$ cat src/rtl/haar_stage_evaluator.sv
`default_nettype none
// ============================================================================
// Module   : haar_stage_evaluator
// Brief    : Evaluates one Haar cascade stage: streams classifier parameters
//            from the stage ROM, hands rectangle records to the feature unit,
//            accumulates weak-classifier votes and decides stage pass/fail.
// Revision : 1.0 - initial release
// ============================================================================
module haar_stage_evaluator #(
    parameter int DATA_WIDTH_12            = 12,
    parameter int NUM_CLASSIFIERS_STAGE    = 32,
    parameter int NUM_PARAM_PER_CLASSIFIER = 18,
    parameter int NUM_STAGE_THRESHOLD      = 3,
    parameter int FEATURE_WIDTH            = 16,
    parameter int ACC_WIDTH                = 20
) (
    input  logic                                                clk_fpga,
    input  logic                                                reset_fpga,
    input  logic                                                i_start,
    output logic                                                o_rden,
    input  logic                                                i_data_valid,
    input  logic [DATA_WIDTH_12-1:0]                            i_data,
    output logic                                                o_rect_valid,
    output logic [(NUM_PARAM_PER_CLASSIFIER-3)*DATA_WIDTH_12-1:0] o_rect_params,
    input  logic                                                i_feature_valid,
    input  logic [FEATURE_WIDTH-1:0]                            i_feature_value,
    output logic                                                o_done,
    output logic                                                o_pass,
    output logic [ACC_WIDTH-1:0]                                o_stage_sum,
    output logic                                                o_busy
);

    localparam int c_RECT_WORDS = NUM_PARAM_PER_CLASSIFIER - 3;
    localparam int c_IDX_W      = $clog2(c_RECT_WORDS);
    localparam int c_CNT_W      = $clog2(NUM_PARAM_PER_CLASSIFIER + 1);
    localparam int c_CLS_W      = $clog2(NUM_CLASSIFIERS_STAGE + 1);

    localparam logic [c_CNT_W-1:0] c_CNT_ONE  = c_CNT_W'(1);
    localparam logic [c_CNT_W-1:0] c_REQ_LEN  = c_CNT_W'(NUM_PARAM_PER_CLASSIFIER);
    localparam logic [c_CNT_W-1:0] c_TRL_LEN  = c_CNT_W'(NUM_STAGE_THRESHOLD);
    localparam logic [c_CNT_W-1:0] c_IDX_THR  = c_CNT_W'(NUM_PARAM_PER_CLASSIFIER - 3);
    localparam logic [c_CNT_W-1:0] c_IDX_LEFT = c_CNT_W'(NUM_PARAM_PER_CLASSIFIER - 2);
    localparam logic [c_CNT_W-1:0] c_IDX_LAST = c_CNT_W'(NUM_PARAM_PER_CLASSIFIER - 1);
    localparam logic [c_CNT_W-1:0] c_TRL_LAST = c_CNT_W'(NUM_STAGE_THRESHOLD - 1);
    localparam logic [c_CLS_W-1:0] c_CLS_ONE  = c_CLS_W'(1);
    localparam logic [c_CLS_W-1:0] c_CLS_LAST = c_CLS_W'(NUM_CLASSIFIERS_STAGE - 1);

    localparam logic [2:0] c_S_IDLE   = 3'd0;
    localparam logic [2:0] c_S_REQ    = 3'd1;
    localparam logic [2:0] c_S_WAIT   = 3'd2;
    localparam logic [2:0] c_S_VOTE   = 3'd3;
    localparam logic [2:0] c_S_TRL    = 3'd4;
    localparam logic [2:0] c_S_DECIDE = 3'd5;

    logic [2:0]               r_state;
    logic [2:0]               w_next_state;
    logic                     r_rden_d;
    logic [c_CNT_W-1:0]       r_req_cnt;
    logic [c_CNT_W-1:0]       r_rcv_cnt;
    logic [c_CLS_W-1:0]       r_cls_cnt;
    logic [DATA_WIDTH_12-1:0] r_rect_words [c_RECT_WORDS];
    logic [DATA_WIDTH_12-1:0] r_node_thr;
    logic [DATA_WIDTH_12-1:0] r_left;
    logic [DATA_WIDTH_12-1:0] r_right;
    logic [DATA_WIDTH_12-1:0] r_stage_thr;
    logic [FEATURE_WIDTH-1:0] r_feature;
    logic [ACC_WIDTH-1:0]     r_acc;

    logic                     w_accept;
    logic [FEATURE_WIDTH-1:0] w_node_thr_ext;
    logic [DATA_WIDTH_12-1:0] w_vote;
    logic [ACC_WIDTH-1:0]     w_vote_ext;
    logic [ACC_WIDTH-1:0]     w_stage_thr_ext;
    logic                     w_pass;

    // A word is only taken when it answers a request issued the cycle before.
    assign w_accept        = i_data_valid & r_rden_d;
    assign w_node_thr_ext  = {{(FEATURE_WIDTH-DATA_WIDTH_12){r_node_thr[DATA_WIDTH_12-1]}}, r_node_thr};
    assign w_vote          = ($signed(r_feature) < $signed(w_node_thr_ext)) ? r_left : r_right;
    assign w_vote_ext      = {{(ACC_WIDTH-DATA_WIDTH_12){w_vote[DATA_WIDTH_12-1]}}, w_vote};
    assign w_stage_thr_ext = {{(ACC_WIDTH-DATA_WIDTH_12){r_stage_thr[DATA_WIDTH_12-1]}}, r_stage_thr};
    assign w_pass          = ($signed(r_acc) >= $signed(w_stage_thr_ext));

    assign o_busy       = (r_state != c_S_IDLE);
    assign o_rect_valid = (r_state == c_S_WAIT);
    assign o_rden       = ((r_state == c_S_REQ) && (r_req_cnt < c_REQ_LEN)) ||
                          ((r_state == c_S_TRL) && (r_req_cnt < c_TRL_LEN));

    generate
        for (genvar k = 0; k < c_RECT_WORDS; k++) begin : g_pack
            assign o_rect_params[k*DATA_WIDTH_12 +: DATA_WIDTH_12] = r_rect_words[k];
        end
    endgenerate

    always_ff @(posedge clk_fpga) begin
        if (reset_fpga) begin
            r_state <= c_S_IDLE;
        end else begin
            r_state <= w_next_state;
        end
    end

    always_comb begin
        w_next_state = r_state;
        case (r_state)
            c_S_IDLE:   if (i_start) w_next_state = c_S_REQ;
            c_S_REQ:    if (w_accept && (r_rcv_cnt == c_IDX_LAST)) w_next_state = c_S_WAIT;
            c_S_WAIT:   if (i_feature_valid) w_next_state = c_S_VOTE;
            c_S_VOTE:   w_next_state = (r_cls_cnt == c_CLS_LAST) ? c_S_TRL : c_S_REQ;
            c_S_TRL:    if (w_accept && (r_rcv_cnt == c_TRL_LAST)) w_next_state = c_S_DECIDE;
            c_S_DECIDE: w_next_state = c_S_IDLE;
            default:    w_next_state = c_S_IDLE;
        endcase
    end

    always_ff @(posedge clk_fpga) begin
        if (reset_fpga) begin
            r_rden_d    <= 1'b0;
            r_req_cnt   <= '0;
            r_rcv_cnt   <= '0;
            r_cls_cnt   <= '0;
            for (int k = 0; k < c_RECT_WORDS; k++) r_rect_words[k] <= '0;
            r_node_thr  <= '0;
            r_left      <= '0;
            r_right     <= '0;
            r_stage_thr <= '0;
            r_feature   <= '0;
            r_acc       <= '0;
            o_done      <= 1'b0;
            o_pass      <= 1'b0;
            o_stage_sum <= '0;
        end else begin
            r_rden_d <= o_rden;
            o_done   <= 1'b0;
            case (r_state)
                c_S_IDLE: begin
                    r_req_cnt <= '0;
                    r_rcv_cnt <= '0;
                    if (i_start) begin
                        r_acc     <= '0;
                        r_cls_cnt <= '0;
                    end
                end
                c_S_REQ: begin
                    if (o_rden) r_req_cnt <= r_req_cnt + c_CNT_ONE;
                    if (w_accept) begin
                        r_rcv_cnt <= r_rcv_cnt + c_CNT_ONE;
                        if (r_rcv_cnt < c_IDX_THR) r_rect_words[r_rcv_cnt[c_IDX_W-1:0]] <= i_data;
                        else if (r_rcv_cnt == c_IDX_THR) r_node_thr <= i_data;
                        else if (r_rcv_cnt == c_IDX_LEFT) r_left <= i_data;
                        else r_right <= i_data;
                    end
                end
                c_S_WAIT: begin
                    if (i_feature_valid) r_feature <= i_feature_value;
                end
                c_S_VOTE: begin
                    r_acc     <= r_acc + w_vote_ext;
                    r_cls_cnt <= r_cls_cnt + c_CLS_ONE;
                    r_req_cnt <= '0;
                    r_rcv_cnt <= '0;
                end
                c_S_TRL: begin
                    if (o_rden) r_req_cnt <= r_req_cnt + c_CNT_ONE;
                    // Only the first trailer word carries the stage threshold.
                    if (w_accept) begin
                        r_rcv_cnt <= r_rcv_cnt + c_CNT_ONE;
                        if (r_rcv_cnt == '0) r_stage_thr <= i_data;
                    end
                end
                c_S_DECIDE: begin
                    o_done      <= 1'b1;
                    o_pass      <= w_pass;
                    o_stage_sum <= r_acc;
                end
                default: ;
            endcase
        end
    end

endmodule
`default_nettype wire
$ cat config.mk
export PLATFORM = sky130hd
export DESIGN_NAME = haar_stage_evaluator
export DESIGN_NICKNAME = d
export VERILOG_FILES = /design/src/rtl/haar_stage_evaluator.sv
export SDC_FILE = /design/constraint.sdc
export NUM_CORES = 1
export LEC_CHECK = 0
export BUFFER_PORTS_ARGS = -buffer_cell sky130_fd_sc_hd__buf_2
export CORE_MARGIN = 4
export CORE_UTILIZATION = 45
export CTS_CLUSTER_SIZE = 40
export DETAILED_ROUTE_END_ITERATION = 16
export MAX_ROUTING_LAYER = met4
export PLACE_DENSITY = 0.69
export SLEW_MARGIN = 20
export SYNTH_ARGS = -nofsm -noshare
export SYNTH_HDL_FRONTEND = slang
export SYNTH_SLANG_ARGS = --single-unit
$ cat constraint.sdc
create_clock -name clk_fpga -period 4.9 [get_ports clk_fpga]
set_input_delay 0.735 -clock clk_fpga [delete_from_list [all_inputs] [get_ports clk_fpga]]
set_output_delay 0.735 -clock clk_fpga [all_outputs]
set_load 0.03 [all_outputs]
After elaboration in Yosys (flattened, before gate mapping) --
Memories as Yosys holds them, arrays and structs flattened. Index checks and enable logic that the tools add are counted.
Cells by class: magnitude comparators 5, equality and inequality tests 16, bitwise logic cells 4, add/subtract/negate cells 4, muxes and demuxes 26, reductions and logical operators 22
Operator list (number):
- 20-bit one-hot mux with 2 select lines | 1
- 12-bit two-way mux | 2
- 20-bit adder | 1
- 20-bit by 12-bit >= comparator with 1-bit output | 1
- 20-bit two-way mux | 1
- 5-bit one-hot mux with 2 select lines | 2
- 16-bit by 12-bit < comparator with 1-bit output | 1
- 3-bit two-way mux | 5
- 3-bit one-hot mux with 5 select lines | 1
- 6-bit one-hot mux with 2 select lines | 1
- 12-bit OR reduction | 1
- 5-bit by 1-bit adder with 5-bit output (second input constant) | 2
- 5-bit == test (second input constant) | 2
- 5-bit two-way mux | 2
- 2-bit by 1-bit != test with 1-bit output (second input constant) | 5
- 5-bit AND reduction | 2
- 1-bit two-way mux | 9
- 2-bit AND reduction | 4
- 4-bit AND reduction | 2
- 6-bit by 1-bit adder with 6-bit output (second input constant) | 1
- 3-bit by 2-bit == test with 1-bit output (second input constant) | 2
- 3-bit == test (second input constant) | 2
- 6-bit by 5-bit == test with 1-bit output (second input constant) | 1
- 6-bit two-way mux | 1
- 18 further kinds | 25
Storage, ports and cells: register bits after elaboration 126, RAM bits 180, output and inout port bits 205, logic and storage cells 92, memories kept 1, bits of input ports 33
Memory list:
- r_rect_words | depth 15, bits a word 12, rd ports 15, clocked after Yosys merged registers in 0, wr ports 15, RTL line 61 | logic [DATA_WIDTH_12-1:0] r_rect_words [c_RECT_WORDS];

Longest topological paths before layout --
Gate-level depths: netlist (run 1).
depth in word-level cells 8, depth in mapped cells 20, gate-level depth less buffers 19

Worst setup path before layout (run 1) --
Ideal clock, no wire load.
path kind flip-flop to flip-flop, start point register r_node_thr[11], end point register r_acc[18], data arrival time 3744 ps, required time 4783 ps, clock period less this slack 3861 ps, library setup time 117 ps, cell stages (with the launch flop) 20, path slack 1039 ps, path through dfxtp_1 -> inv_1 -> ha_1 -> a21o_1 -> a211oi_1 -> o211a_1 -> o21ai_0 -> nand2_1 -> buf_2 -> mux2_2 -> ha_1 -> inv_1 -> fa_1 -> o21ai_1 -> a221oi_1 -> o311ai_1 -> a31oi_1 -> o21ai_1 -> xor2_1 -> a22o_1
Between the ends: longest elaborated chain between the ends 4
RTL lines:
- start, declared | RTL line 62 | logic [DATA_WIDTH_12-1:0] r_node_thr;
- start signal, assigned | RTL line 149 | else if (r_rcv_cnt == c_IDX_THR) r_node_thr <= i_data;
- 16-bit by 12-bit < comparator with 1-bit output | RTL line 79 | assign w_vote = ($signed(r_feature) < $signed(w_node_thr_ext)) ? r_left : r_right;
- 12-bit two-way mux | RTL line 79
- 20-bit adder | RTL line 158 | r_acc <= r_acc + w_vote_ext;
- 20-bit one-hot mux with 2 select lines | RTL line 135 | case (r_state)
- end signal, assigned | RTL line 158
- end, declared | RTL line 67 | logic [ACC_WIDTH-1:0] r_acc;
No other way between the ends. A chain may end at the register's enable or synchronous reset.

Worst setup path in the final report (run 1) --
Same ends and word-level chain as after synthesis.

==> flow_summary.json, run 1 <==
{
  "first_pass_iters": 5,
  "yosys_warnings": 0,
  "clock_power_share_pct": 44.3,
  "hp-class": "reg -> reg",
  "rsz0062_at_grt": "no",
  "p_comb_share_pct": 6.6,
  "clockRootBuffer": "clkbuf_16",
  "slew_headroom_pct": 41.8,
  "mostFrequentLayoutCells": "buf_2, and2_1, edfxtp_1",
  "synth-seq-cells": 306,
  "wire_per_inst_um": 18.5,
  "grt-ovfl-total": 0,
  "cp-end-kind": "flop",
  "postCtsSetupBuffers": 0,
  "area_delta_synth_final_pct": 18.3,
  "final_core_util_pct": 54.1,
  "io_buffers": 237,
  "fin_nets": 1526,
  "antenna_found_initial": 1,
  "core-area_um2": 29700,
  "path_cells": "inv_1 -> ha_1 -> a21o_1 -> a211oi_1 -> o211a_1 -> o21ai_0 -> nand2_1 -> mux2_2 -> ha_1 -> inv_1 -> fa_1 -> o21ai_1 -> a221oi_1 -> o311ai_1 -> a31oi_1 -> o21ai_1 -> xor2_1 -> a22o_1",
  "cts_sinks": 306,
  "grt_usage_pct": 20.7,
  "final_common_cell": "buf_2",
  "cp.arrival_ps": 4800,
  "clockBufferDepth": 3,
  "slowest_stage": "o311ai_1",
  "p_seq_share_pct": 49.1,
  "dieArea_um2": 33100,
  "gp_congestion": 0.877,
  "cts.clk_slew.worst_paths_ps": 60,
  "synth_ff_type": "edfxtp_1",
  "synth-async-reset-ratio_pct": 0,
  "cts-resized-gates": 0,
  "synth_edf_count": 180,
  "setup_tns_ps": 0,
  "ios": 238,
  "post-route-period-util_pct": 90.1,
  "crit_required_ps": 5290,
  "power.density_nw_per_um2": 355,
  "cts_tree": "done",
  "setup_viol": 0,
  "hpwl_um": 23000,
  "vias_per_cell": 5.14,
  "ff2ff_path_depth": 18,
  "drc": 0,
  "drt-total-wl_um": 34000,
  "p_sw_uw": 1330,
  "die_height_um": 182,
  "cts_made_buffers": 34,
  "drtIter0Drc": 686,
  "rows": 63,
  "cts_hold_buffers": 0,
  "worstSetupPathType": "reg -> reg",
  "insertion_delay_ps": 510,
  "final.setup_skew_ps": 19.2,
  "layout-drive-gt1-share_pct": 23.6,
  "syn-instance-count": 1225,
  "intPower_uw": 4380,
  "netlist_area_um2": 13600,
  "holdPathStages": 2,
  "cp_max_fo": 11,
  "p_leak_uw": 0.00666,
  "hold_violations": 0,
  "grt_pass1_wl_um": 52700,
  "worstHoldStart": "o_stage_sum[15]$_SDFFE_PP0P_",
  "worstSetupStartpointType": "flop",
  "startpoint": "r_node_thr[11]$_SDFFE_PP0P_",
  "fmax_mhz": 227,
  "avgSynthCellArea_um2": 11.1,
  "finalCriticalPeriod_ps": 4410,
  "worst_pin_slew_ps": 871,
  "ys_types": 61,
  "drv_slew": 0,
  "grt_pass1_vias": 9066,
  "switching_share_pct": 23.3,
  "grt_max_degree": 61,
  "route.vias.total": 9491,
  "vdd_drop_max_uv": 203,
  "die_w_um": 182,
  "antenna_left": 0,
  "yosysSeqAreaShare_pct": 58.3,
  "htree_levels": 2,
  "initial_core_util_pct": 45.8,
  "outcome": "complete, no violations",
  "cap_viol_max_count": 0,
  "n_fill_cell": 2555,
  "worst_path_largest_cell_delay_ps": 450,
  "syn_nets": 1322,
  "r2r-start": "r_node_thr[11]$_SDFFE_PP0P_"
}
[state kept, by name, indices dropped and copies added (netlist names), 6 cells and up]
register and count:
o_stage_sum 20, r_acc 20, r_cls_cnt 6, r_feature 16, r_left 12, r_node_thr 12
r_rect_words 180, r_right 12, r_stage_thr 12
[logic make-up after synthesis]
logic type      share of synthesized area [%]
simple gates                             19.2
buf+inv                                  3.57
flops                                    58.3
xor+xnor                                 1.29
compound gates                           8.03
mux                                      3.63
fa+ha+maj                                5.94
[through the flow]
step           worst slack, ps  hold slack, ps  cells  cell area, um^2  total power, uW
2_1_floorplan             1040             428   1225            13600             3110
4_1_cts                    467             455   1844            16100             5760
6_report                   486             453   1845            16100             5720
5_1_grt                    134             467   1845            16100             5900
3_5_place_dp               491             447   1783            15000             3250
3_3_place_gp               621             440   1783            15000             3240
[worst max-delay path: cells and delay by family (launching register included)]
family	cells	cell delay, ps
DFF	1	320
and+or+nand+nor	1	370
xor gates and xnor gates	1	80
adders and majority gates	3	920
buffers and inverters	2	170
muxes	1	250
AOI/OAI and AO/OA	10	2190
[cells in the mapped netlist (4+ instances only)]
| master | n | area share (%) |
|---|---|---|
| buf_2 | 22 | 0.81 |
| nor2_1 | 100 | 2.8 |
| and4_1 | 4 | 0.26 |
| mux2i_1 | 37 | 2.7 |
| nor2_2 | 8 | 0.37 |
| and3_1 | 7 | 0.32 |
| nand4_1 | 7 | 0.32 |
| and2_1 | 183 | 8.4 |
| ha_1 | 63 | 5.8 |
| nand2_1 | 134 | 3.7 |
| nor2b_1 | 6 | 0.28 |
| a31oi_1 | 7 | 0.32 |
| buf_4 | 7 | 0.39 |
| clkbuf_1 | 44 | 1.2 |
| mux2_2 | 11 | 0.91 |
| o21ai_0 | 15 | 0.55 |
| a22oi_1 | 11 | 0.61 |
| a21o_1 | 15 | 0.83 |
| nor3_1 | 9 | 0.33 |
| or2_2 | 19 | 0.87 |
| inv_1 | 36 | 0.99 |
| a21oi_1 | 78 | 2.9 |
| nand2b_1 | 6 | 0.28 |
| nand3_1 | 10 | 0.37 |
| nand3b_1 | 4 | 0.22 |
| edfxtp_1 | 180 | 40 |
| xnor2_1 | 14 | 0.90 |
| dfxtp_1 | 126 | 19 |
| a22o_1 | 6 | 0.39 |
| xor2_1 | 6 | 0.39 |
[power groups by stage]
stage               clock network [uW]  logic [uW]  registers [uW]
floorplan                            0         120            2990
global placement                     0         380            2860
detailed placement                   0         382            2860
CTS                               2570         383            2810
global route                      2690         400            2810
finish                            2530         378            2810
[per-layer routing]
layer | vias up | GRT usage, % | wire [um] | part of all wire, %
met5 | - | - | 0 | 0
met4 | 0 | 5.67 | 862 | 2.5
met3 | 62 | 3.55 | 2260 | 6.6
met2 | 333 | 34.4 | 16400 | 48
met1 | 4479 | 26.3 | 14500 | 43
li1 | 4617 | - | - | -
[worst paths after layout]
| path | to | slack, ps |
|---|---|---|
| setup / recovery | r_acc[18]$_SDFFE_PP0P_ | 490 |
| hold / removal | o_stage_sum[15]$_SDFFE_PP0P_ | 450 |
| setup reg to reg | r_acc[18]$_SDFFE_PP0P_ | 490 |
| hold reg to reg | o_stage_sum[15]$_SDFFE_PP0P_ | 450 |
[final cells by class]
cell class	instances	area [um^2]	area share, %
sequential	306	7930	49.3
timing repair buffer	243	1230	7.67
tap	390	488	3.03
inverter	36	135	0.840
clock buffer	47	951	5.91
clock inverter	14	161	1.00
antenna	1	2.50	0.0156
multi-input combinational	808	5180	32.2
Note: power is estimated with default switching activity, not from simulation.
==> run 2: changes to the inputs <==
- CORE_MARGIN: 4 -> 2
- PLACE_DENSITY: 0.69 -> 0.66
==> flow_summary.json, run 2 (synthesized netlist as in run 1, its figures left out) <==
{
  "outcome": "complete, no violations",
  "grt_pass1_vias": 8811,
  "cts.clk_slew.worst_paths_ps": 60,
  "fmax_mhz": 220,
  "r2r_end": "r_acc[18]$_SDFFE_PP0P_",
  "grt_max_degree": 65,
  "layout-drive-gt1-share_pct": 23.6,
  "core-area_um2": 29700,
  "ff2ff_path_depth": 18,
  "fin_nets": 1526,
  "grt_usage_pct": 21.5,
  "dp_slack_ps": 430,
  "cts_made_buffers": 34,
  "drtIter0Drc": 571,
  "slew_headroom_pct": 40.7,
  "setup.worst_path.end": "r_acc[18]$_SDFFE_PP0P_",
  "p_leak_uw": 0.00665,
  "startpoint": "r_node_thr[11]$_SDFFE_PP0P_",
  "drv_slew": 0,
  "clockBufferDepth": 3,
  "clockRootBuffer": "clkbuf_16",
  "whs_ps": 452,
  "mostFrequentLayoutCells": "buf_2, and2_1, edfxtp_1",
  "hp-class": "reg -> reg",
  "postCtsSetupBuffers": 0,
  "first_pass_iters": 4,
  "reg_top3": "r_rect_words: 180 flops, o_stage_sum: 20 flops, r_acc: 20 flops",
  "wire_per_inst_um": 18.1,
  "area_delta_synth_final_pct": 18.2,
  "htree_levels": 2,
  "setup_viol": 0,
  "finalCriticalPeriod_ps": 4540,
  "dieArea_um2": 31600,
  "r2r-start": "r_node_thr[11]$_SDFFE_PP0P_",
  "power.density_nw_per_um2": 353,
  "grt-ovfl-total": 0,
  "drt-total-wl_um": 33500,
  "finalPower_uw": 5670,
  "final.setup_skew_ps": 23.3,
  "antenna_left": 0,
  "rsz0062_at_grt": "no",
  "gp_congestion": 0.876,
  "largest-register": "r_rect_words",
  "route.vias.total": 9462,
  "die_height_um": 178,
  "cap_viol_max_count": 0,
  "ios": 238,
  "cp.arrival_ps": 4930,
  "reg2reg_slack_ps": 360,
  "cts_sinks": 306,
  "cp-end-kind": "flop",
  "largest_reg_flops": 180,
  "grt_pass1_wl_um": 50500,
  "die_w_um": 178,
  "vias_per_cell": 5.13,
  "initial_core_util_pct": 45.8,
  "hold_violations": 0,
  "io_buffers": 237,
  "cts_tree": "done",
  "setup_ws_ps": 362,
  "vdd_drop_max_uv": 203,
  "crit_required_ps": 5290,
  "cp_max_fo": 11,
  "post-route-period-util_pct": 92.6,
  "insertion_delay_ps": 510,
  "drc": 0,
  "rows": 63,
  "fin_cells": 1845,
  "final_common_cell": "buf_2",
  "hpwl_um": 22500,
  "cts_hold_buffers": 0,
  "cts-resized-gates": 0,
  "worstSetupPathType": "reg -> reg",
  "antenna_found_initial": 2,
  "worst_pin_slew_ps": 887,
  "worstSetupStartpointType": "flop",
  "placed_cells": 1783,
  "setup_tns_ps": 0
}
-- run 2: changes by cell type in the layout (fill, tap and decap cells not counted), sizes merged --
cell / delta
clkbuf: -3
bufinv: -1
inv: -1
diode: +2
clkinv: +3
-- run 2: routing by layer --
metal	track usage, %	share of wire [%]
met1	27.4	44
met2	35.9	49
met3	3.32	5.3
met4	5.57	2.2
met5	-	0
-- run 2: worst min-delay path by stage --
stage	slack (ps)	startpoint	endpoint	cells past startpoint
6_report	450	r_left[10]$_SDFFE_PP0P_	r_left[10]$_SDFFE_PP0P_	2
5_1_grt	480	o_stage_sum[3]$_SDFFE_PP0P_	o_stage_sum[3]$_SDFFE_PP0P_	2
2_1_floorplan	430	r_left[0]$_SDFFE_PP0P_	r_left[0]$_SDFFE_PP0P_	2
4_1_cts	450	r_left[10]$_SDFFE_PP0P_	r_left[10]$_SDFFE_PP0P_	2
3_5_place_dp	440	r_left[2]$_SDFFE_PP0P_	r_left[2]$_SDFFE_PP0P_	2
3_3_place_gp	440	r_left[10]$_SDFFE_PP0P_	r_left[10]$_SDFFE_PP0P_	2
-- run 2: critical path: stages, from the launching register on --
cell and delay [ps]:
dfxtp_1 320, inv_1 100, ha_1 320, a21o_1 190, a211oi_1 240, o211a_1 250, o21ai_0 100, nand2_1 390
mux2_2 260, ha_1 190, inv_1 70, fa_1 400, o21ai_1 310, a221oi_1 180, o311ai_1 440, a31oi_1 190
o21ai_1 200, xor2_1 90, a22o_1 190
-- run 2: layout make-up --
| class | instances | area (um^2) |
|---|---|---|
| inverters | 36 | 135 |
| diodes | 3 | 7.51 |
| clock buffers | 44 | 940 |
| repair buffers | 243 | 1230 |
| fillers | 2594 | 13600 |
| well taps | 390 | 488 |
| clock inverters | 15 | 154 |
| flip-flops and latches | 306 | 7930 |
| multi-input cells | 808 | 5180 |
-- run 2: power breakdown --
part,leakage [uW],internal (uW),switching (uW)
registers,0.00282,2780,25.7
logic,0.00330,79.8,299
clock network,0.000530,1470,1020
-- run 2: through the flow --
stage	area [um^2]	utilization, %
finish	16100	54.1
global route	16100	54.1
CTS	16100	54.0
detailed placement	15000	50.4
global placement	15000	50.4
floorplan	13600	-
